`src/rtl/store_rmw_seq.sv`:
```
// store_rmw_seq: store path into the data memory.
// Full doubleword stores (sd) are written directly. Word, half and byte
// stores (sw/sh/sb) read the addressed doubleword, merge the new bytes in,
// and write the merged doubleword back once.
// Optional feature macro: STORE_ALIGN_CHECK_EN. When it is defined,
// misaligned stores are rejected with err and no memory access. When it is
// undefined, offset bits below the access size are ignored.
module store_rmw_seq #(
   parameter int READ_LAT = 1          // data-memory read latency, 1..4
) (
   input  logic        clk,
   input  logic        rst_n,
   input  logic        req_valid,
   output logic        req_ready,
   input  logic [3:0]  req_type,
   input  logic [63:0] req_addr,
   input  logic [63:0] req_data,
   output logic [63:0] mem_addr,
   output logic        mem_re,
   input  logic [63:0] mem_rdata,
   output logic        mem_we,
   output logic [63:0] mem_wdata,
   output logic        busy,
   output logic        done,
   output logic        err
);

   localparam logic [3:0] TYPE_SD = 4'b0110;
   localparam logic [3:0] TYPE_SW = 4'b0111;
   localparam logic [3:0] TYPE_SH = 4'b1000;
   localparam logic [3:0] TYPE_SB = 4'b1001;
   localparam logic [1:0] LAT_M1  = 2'(READ_LAT - 1);

   typedef enum logic [1:0] {IDLE, READ, WRITE, DONE} state_t;

   state_t      state_reg;
   logic [1:0]  cnt_reg;
   logic [3:0]  type_reg;
   logic [2:0]  off_reg;
   logic [31:0] data_reg;
   logic [63:0] merged;
   logic        valid_type;
   logic        misaligned;

   assign valid_type = (req_type == TYPE_SD) || (req_type == TYPE_SW) ||
                       (req_type == TYPE_SH) || (req_type == TYPE_SB);

`ifdef STORE_ALIGN_CHECK_EN
   assign misaligned = ((req_type == TYPE_SW) && (req_addr[1:0] != 2'b00)) ||
                       ((req_type == TYPE_SH) && req_addr[0]) ||
                       ((req_type == TYPE_SD) && (req_addr[2:0] != 3'b000));
`else
   assign misaligned = 1'b0;
`endif

   // Per-byte merge: a lane takes store data when the latched offset selects
   // it for the latched access size, otherwise it keeps the read value.
   for (genvar gi = 0; gi < 8; gi++) begin : g_lane
      logic       lane_sel;
      logic [7:0] lane_src;
      assign lane_sel = ((type_reg == TYPE_SB) && (off_reg == 3'(gi))) ||
                        ((type_reg == TYPE_SH) && (off_reg[2:1] == 2'(gi / 2))) ||
                        ((type_reg == TYPE_SW) && (off_reg[2] == 1'(gi / 4)));
      assign lane_src = (type_reg == TYPE_SB) ? data_reg[7:0] :
                        (type_reg == TYPE_SH) ? data_reg[8*(gi%2) +: 8] :
                                                data_reg[8*(gi%4) +: 8];
      assign merged[8*gi +: 8] = lane_sel ? lane_src : mem_rdata[8*gi +: 8];
   end

   // Sequencer: state plus all registered outputs.
   always_ff @(posedge clk or negedge rst_n) begin
      if (!rst_n) begin
         state_reg <= IDLE;
         cnt_reg   <= 2'd0;
         type_reg  <= 4'd0;
         off_reg   <= 3'd0;
         data_reg  <= 32'd0;
         req_ready <= 1'b1;
         mem_addr  <= 64'd0;
         mem_re    <= 1'b0;
         mem_we    <= 1'b0;
         mem_wdata <= 64'd0;
         busy      <= 1'b0;
         done      <= 1'b0;
         err       <= 1'b0;
      end else begin
         case (state_reg)
            IDLE: begin
               if (req_valid) begin
                  type_reg  <= req_type;
                  off_reg   <= req_addr[2:0];
                  data_reg  <= req_data[31:0];
                  req_ready <= 1'b0;
                  busy      <= 1'b1;
                  if (!valid_type || misaligned) begin
                     done      <= 1'b1;
                     err       <= 1'b1;
                     state_reg <= DONE;
                  end else if (req_type == TYPE_SD) begin
                     mem_addr  <= {req_addr[63:3], 3'b000};
                     mem_we    <= 1'b1;
                     mem_wdata <= req_data;
                     state_reg <= WRITE;
                  end else begin
                     mem_addr  <= {req_addr[63:3], 3'b000};
                     mem_re    <= 1'b1;
                     cnt_reg   <= LAT_M1;
                     state_reg <= READ;
                  end
               end
            end
            READ: begin
               if (cnt_reg == 2'd0) begin
                  mem_wdata <= merged;
                  mem_re    <= 1'b0;
                  mem_we    <= 1'b1;
                  state_reg <= WRITE;
               end else begin
                  cnt_reg <= cnt_reg - 2'd1;
               end
            end
            WRITE: begin
               mem_we    <= 1'b0;
               done      <= 1'b1;
               state_reg <= DONE;
            end
            DONE: begin
               done      <= 1'b0;
               err       <= 1'b0;
               busy      <= 1'b0;
               req_ready <= 1'b1;
               mem_addr  <= 64'd0;
               state_reg <= IDLE;
            end
            default: state_reg <= IDLE;
         endcase
      end
   end

endmodule

```
`config.mk`:
```
export PLATFORM = sky130hd
export DESIGN_NAME = store_rmw_seq
export DESIGN_NICKNAME = d
export VERILOG_FILES = /design/src/rtl/store_rmw_seq.sv
export SDC_FILE = /design/constraint.sdc
export NUM_CORES = 1
export LEC_CHECK = 0
export CORE_MARGIN = 4
export CORE_UTILIZATION = 49
export CTS_BUF_LIST = sky130_fd_sc_hd__clkbuf_2
export DETAILED_ROUTE_END_ITERATION = 10
export MAX_ROUTING_LAYER = met4
export PLACE_DENSITY_LB_ADDON = 0.12
export SYNTH_ARGS = -nofsm -noshare
export SYNTH_HDL_FRONTEND = slang
export SYNTH_SLANG_ARGS = --single-unit
export TNS_END_PERCENT = 50
```
`constraint.sdc`:
```
create_clock -name clk -period 3.9 [get_ports clk]
set_clock_uncertainty 0.1 [all_clocks]
set_input_delay 0.78 -clock clk [delete_from_list [all_inputs] [get_ports clk]]
set_output_delay 0.78 -clock clk [all_outputs]
set_load 0.05 [all_outputs]
```
==> results.sh, run 1 <==
export IMPL_num_io_pins=333
export IMPL_fin_ws_ns=0.624
export IMPL_cts_sinks=174
export IMPL_status="complete, no violations"
export IMPL_drtIter0Drc=629
export IMPL_grt_pass1_wl_um=45000
export IMPL_track_usage_pct=29.3
export IMPL_relSlewSlack_pct=25.1
export IMPL_yosysUniqueCellTypes=53
export IMPL_hold_end="req_ready"
export IMPL_tns_ns=0
export IMPL_antenna_found_initial=1
export IMPL_synth_area_per_cell_um2=10.7
export IMPL_placementRows=48
export IMPL_fin_crit_sh_pct=84.0
export IMPL_cts_root_buf="clkbuf_2"
export IMPL_power_frac_comb_pct=62.6
export IMPL_slew_violations=0
export IMPL_grt_max_degree=88
export IMPL_cp_max_fo=31
export IMPL_fp_dieW_um=141
export IMPL_r2r_cells=6
export IMPL_path_clk_slew_ns=0.24
export IMPL_ys_warn_count=0
export IMPL_overflow=0
export IMPL_rr_startpoint="state_reg[1]"
export IMPL_synthFlopType="dfrtp_1"
export IMPL_ant_nets=0
export IMPL_core_area_um2=17400
export IMPL_hold_viol=0
export IMPL_grt_pass1_vias=8223
export IMPL_p_int_mw=5.79
export IMPL_synthCells=818
export IMPL_reg2reg_setup_slack_ns=0.62
export IMPL_start_kind="register"
export IMPL_num_vias=8211
export IMPL_cts_tree="built"
export IMPL_die_h_um=141
export IMPL_tightest_slew_ns=1.12
export IMPL_finalSetupViolCount=0
export IMPL_worstPathRequired_ns=4.46
export IMPL_vias_per_cell=6.06
export IMPL_ys_ff_latch=174
export IMPL_powerDensity_nw_per_um2=946
export IMPL_clkLatencyLatePin_ns=0.76
export IMPL_synth_edff_count=0
export IMPL_cts_made_buffers=17
export IMPL_clock_path_buffers=2
export IMPL_drc=0
export IMPL_place_ws_ns=0.662
export IMPL_syn2layout_area_growth_pct=43.8
export IMPL_clkPwrFrac_pct=9.4
export IMPL_die_area_um2=20000
export IMPL_power_share_sequential_pct=28.0
export IMPL_syn_area_um2=8720
export IMPL_critical_path_class="reg2reg"
export IMPL_max_cap_violations=0
export IMPL_hp_class="reg2reg"
export IMPL_fillCellCount=1326
export IMPL_io_buffers=329
export IMPL_place_congestion=0.875
export IMPL_p_sw_share_pct=51.2
export IMPL_hpwl_um=21200
export IMPL_final_nets=1321
export IMPL_final_layout_size_suffix_gt1_share_pct=12.7
export IMPL_cp_data_arrival_time_ns=3.84
export IMPL_fmax_ghz=0.305
export IMPL_largest_reg_flops=64
export IMPL_power_leakage_nw=5.11
export IMPL_r2r_end="mem_wdata[3]"
export IMPL_ir_drop_mv=0.596
export IMPL_start_util_pct=50.3
export IMPL_holdCritStartpoint="req_ready"
export IMPL_layout_min_cycle_time_ns=3.28
export IMPL_rsz0062_at_grt="no"
export IMPL_wl_um=29100
export IMPL_holdPathStages=2
export IMPL_crit_path_end_kind="register"
export IMPL_synthArstFlopShare_pct=100
export IMPL_dr_pass1_iters=6
export IMPL_ys_seq_area_share_pct=49.9
export IMPL_p_sw_mw=6.08
export IMPL_wl_per_cell_um=21.5
export IMPL_cts_htree_levels=4
export IMPL_cts_setup_buffers=0
==> area by class of cell <==
| cell class | count | area, um2 | share of cell area, % |
|---|---|---|---|
| Sequential cell | 174 | 4360 | 34.7 |
| Inverter | 38 | 143 | 1.14 |
| Antenna cell | 2 | 5.00 | 0.0399 |
| Multi-Input combinational cell | 531 | 3970 | 31.7 |
| Tap cell | 225 | 282 | 2.24 |
| Timing Repair Buffer | 354 | 3500 | 27.9 |
| Clock buffer | 18 | 90.1 | 0.718 |
| Clock inverter | 14 | 204 | 1.63 |
==> critical path, cell delays in order (launching register included) <==
cell,delay (ns)
dfrtp_1,0.48
inv_1,0.12
ha_2,0.62
clkinv_1,0.72
a21boi_2,0.35
nand2_1,0.41
a22o_1,0.38
==> synth_stat cells, types with 5 or more instances <==
cell type	instances	area (um2)
mux2_2	62	698
o21ai_0	39	195
clkbuf_1	65	244
a21oi_1	35	175
a211oi_1	11	82.6
mux2i_1	17	170
o221ai_1	24	210
nand2_1	32	120
dfrtp_1	173	4330
nand4_1	16	100
nand3_1	17	85.1
a22o_1	69	604
o221a_2	8	90.1
buf_2	5	25.0
o211ai_1	40	300
nor2b_1	19	119
a31oi_1	49	307
ha_1	6	75.1
nor2_1	25	93.8
inv_1	37	139
o31ai_1	8	60.1
nor3_1	11	55.1
==> stage by stage <==
step	power, mW	cells	hold slack [ns]	instance area, um2	utilization, %
2_1_floorplan	8.17	820	0.374	8730	-
3_3_place_gp	10.6	1321	0.385	12200	70.5
3_5_place_dp	10.8	1321	0.390	12200	70.5
4_1_cts	11.9	1354	0.398	12500	72.3
5_1_grt	12.5	1355	0.403	12500	72.3
6_report	11.9	1356	0.432	12500	72.3
==> power groups by stage <==
stage / Combinational, mW / Clock (mW) / Sequential (mW)
6_report: 7.43 / 1.11 / 3.33
3_3_place_gp: 7.30 / 0 / 3.32
3_5_place_dp: 7.42 / 0 / 3.34
2_1_floorplan: 2.83 / 0 / 5.35
4_1_cts: 7.43 / 1.13 / 3.31
5_1_grt: 7.85 / 1.20 / 3.44
==> how the worst max path moves through the flow <==
| stage | slack [ns] | endpoint | start | cells after the start |
|---|---|---|---|---|
| 6_report | 0.62 | mem_wdata[3] | state_reg[1] | 6 |
| 5_1_grt | 0.38 | mem_wdata[35] | state_reg[1] | 6 |
| 4_1_cts | 0.66 | mem_wdata[3] | state_reg[1] | 6 |
| 3_5_place_dp | 0.66 | mem_wdata[0] | req_type[3] | 6 |
| 3_3_place_gp | 0.78 | mem_wdata[6] | req_type[3] | 6 |
| 2_1_floorplan | 1.63 | mem_addr[10] | req_type[1] | 5 |
==> metal layers <==
layer | part of all wire, % | vias to the layer above | routed length, um | track usage (%)
met3 | 8.4 | 51 | 2440 | 5.66
met2 | 47 | 460 | 13600 | 43.9
met5 | 0 | - | 0 | -
li1 | - | 3705 | - | -
met1 | 42 | 3995 | 12300 | 40.2
met4 | 2.5 | 0 | 742 | 10.4
==> cell usage in the layout (no fill, tap or decap), drive strengths merged, types with 32 or more instances in the layout <==
cell type      Yosys  final
clkdlybuf4s50      0    328
dfrtp            173    173
a22o              69     69
mux2              62     62
a31oi             49     49
inv               37     43
o21ai             41     41
o211ai            40     40
a21oi             35     35
nand2             32     32
==> cells by family after synthesis <==
logic type,after synthesis,share of synthesized area [%]
adder cells (fa/ha/maj),6,0.860
buffers and inverters,115,5.15
flip-flops,174,49.9
AND/OR/NAND/NOR,136,8.23
other,1,0.0430
AO/OA/AOI/OAI,307,25.8
multiplexers,79,9.95
==> timing repair <==
action	4_1_cts	5_1_grt
hold buffers	1	0
endpoints found under the hold margin	83	0
resized for setup	0	0
No activity file was read; power rests on OpenSTA's default activity.
==> inputs of run 2 (changes only) <==
- CORE_UTILIZATION: 49 -> 41
- clock period: 3.9 -> 2.7 ns (I/O delays scaled with it)
==> run 2 against run 1 <==
Net effect:
- critical endpoint is now mem_wdata[18]
- combinational power rose by 40%
- highest routed layer unchanged
- hold slack got worse by 0.34 ns
- clock power rose by 29%
==> results.sh, run 2 (same netlist as run 1, synthesis figures left out) <==
export IMPL_cts_htree_levels=4
export IMPL_cts_root_buf="clkbuf_2"
export IMPL_largest_reg_flops=64
export IMPL_top_usage_layer="met2"
export IMPL_cts_made_buffers=17
export IMPL_die_h_um=154
export IMPL_fmax_ghz=0.403
export IMPL_ant_nets=0
export IMPL_clock_path_buffers=2
export IMPL_num_vias=7970
export IMPL_grt_pass1_vias=8060
export IMPL_vias_per_cell=5.60
export IMPL_placed_area_um2=12500
export IMPL_grt_pass1_wl_um=46100
export IMPL_antenna_found_initial=1
export IMPL_grt_use_met2_pct=38.1
export IMPL_finalSetupViolCount=0
export IMPL_power_mw=16.5
export IMPL_die_area_um2=23700
export IMPL_cp_data_arrival_time_ns=3.06
export IMPL_placementRows=53
export IMPL_path_clk_slew_ns=0.29
export IMPL_critical_path_class="reg2reg"
export IMPL_ir_drop_mv=0.675
export IMPL_core_area_um2=21000
export IMPL_use_met1_pct=35.4
export IMPL_layout_min_cycle_time_ns=2.48
export IMPL_worstSetupPathDepth=4
export IMPL_dr_pass1_iters=5
export IMPL_cp_slowest_stage_delay_ns=0.77
export IMPL_grt_max_degree=67
export IMPL_cts_tree="built"
export IMPL_fin_crit_sh_pct=91.8
export IMPL_hpwl_um=21300
export IMPL_crit_path_end_kind="register"
export IMPL_num_io_pins=333
export IMPL_wl_per_cell_um=20.7
export IMPL_max_cap_violations=0
export IMPL_hp_class="in2async"
export IMPL_relSlewSlack_pct=48.8
export IMPL_start_util_pct=41.6
export IMPL_drtIter0Drc=563
export IMPL_status="complete, no violations"
export IMPL_fin_util_pct=60.3
export IMPL_syn2layout_area_growth_pct=44.9
export IMPL_layout_commonest_cell="clkdlybuf4s50_1"
export IMPL_final_area_um2=12600
export IMPL_tightest_slew_ns=0.765
export IMPL_r2r_cells=4
export IMPL_fp_dieW_um=154
export IMPL_drc=0
export IMPL_multiInputGateArea_um2=3970
export IMPL_overflow=0
export IMPL_slew_violations=0
export IMPL_final_layout_size_suffix_gt1_share_pct=14.0
export IMPL_final_nets=1337
export IMPL_rsz0062_at_grt="no"
export IMPL_power_leakage_nw=5.72
export IMPL_tns_ns=0
export IMPL_cp_max_fo=18
export IMPL_worstPathRequired_ns=3.28
export IMPL_hold_viol=0
export IMPL_clkLatencyLatePin_ns=0.77
export IMPL_cp_top_family="compound AO/OA/AOI/OAI gates"
export IMPL_track_usage_pct=25.2
export IMPL_fillCellCount=1815
export IMPL_gr_usage_met3_pct=4.50
export IMPL_place_congestion=0.820
export IMPL_register_area_um2=4360
export IMPL_mostFrequentLayoutCells="197 x clkdlybuf4s50_1, 173 x dfrtp_1, 115 x dlygate4sd2_1, 69 x a22o_1, 62 x mux2_2"
export IMPL_cts_setup_buffers=0
export IMPL_path_buf_inv=0
export IMPL_worst_path_max_delay_cell="dfrtp_1"
export IMPL_powerDensity_nw_per_um2=1310
export IMPL_path_cells="a21bo_2, a2bb2oi_1, o211ai_1, a31oi_1"
export IMPL_io_buffers=329
export IMPL_start_kind="register"
export IMPL_cts_sinks=174
export IMPL_wl_um=29400
-- run 2: cell count changes in the layout (fill, tap and decap cells not counted), moves of 2 or more --
cell	before	now
bufinv_16	4	0
buf_12	1	6
dlygate4sd2_1	0	115
clkdlybuf4s50_1	328	197
dlymetal6s2s_1	0	15
clkinv_8	0	4
clkinv_2	2	0
buf_4	23	34
-- run 2: layout make-up --
| type | instances | area share (%) |
|---|---|---|
| multi-input combinational | 531 | 31.4 |
| clock buffer | 18 | 0.713 |
| timing repair buffer | 370 | 28.2 |
| antenna | 2 | 0.0396 |
| inverter | 38 | 1.13 |
| tap | 275 | 2.72 |
| sequential | 174 | 34.4 |
| clock inverter | 14 | 1.32 |
-- run 2: where the power goes --
group / leakage, nW / switching (mW) / internal [mW] / total (mW)
logic: 3.39 / 6.94 / 3.48 / 10.4
registers: 2.17 / 0.818 / 3.85 / 4.67
clock network: 0.151 / 1.10 / 0.327 / 1.43
-- run 2: worst paths after layout --
path,end,start,slack [ns]
setup / recovery,mem_wdata[18],type_reg[0],0.22
hold / removal,mem_wdata[36],rst_n,0.09
setup reg to reg,mem_wdata[18],type_reg[0],0.22
hold reg to reg,mem_addr[34],mem_addr[34],0.44
max in group asynchronous,data_reg[11],rst_n,1.65
min in group clk,mem_wdata[55],req_data[55],0.19
-- run 2: worst register-to-register path, cell delays in order (launching register included) --
cell	delay (ns)
dfrtp_1	0.77
a21bo_2	0.47
a2bb2oi_1	0.66
o211ai_1	0.20
a31oi_1	0.20
-- run 2: metal layers --
metal  vias to the layer above  share of wire [%]
li1                       3749                  -
met1                      3881                 46
met2                       314                 47
met3                        26                6.1
met4                         0                1.6
met5                         -                  0
-- run 2: per-stage QoR --
step                hold slack [ns]  worst slack (ns)  std cells
floorplan                     0.144             0.668        820
detailed placement            0.390             0.190       1387
finish                       0.0938             0.221       1422
global route                 0.0440            0.0670       1422
global placement              0.385             0.225       1387
CTS                          0.0387          0.000551       1420
-- run 2: timing repair --
item	in CTS	in global routing
hold buffers	1	0
endpoints found under the hold margin	173	0
setup endpoints to repair	116	16
gates resized for setup	117	16
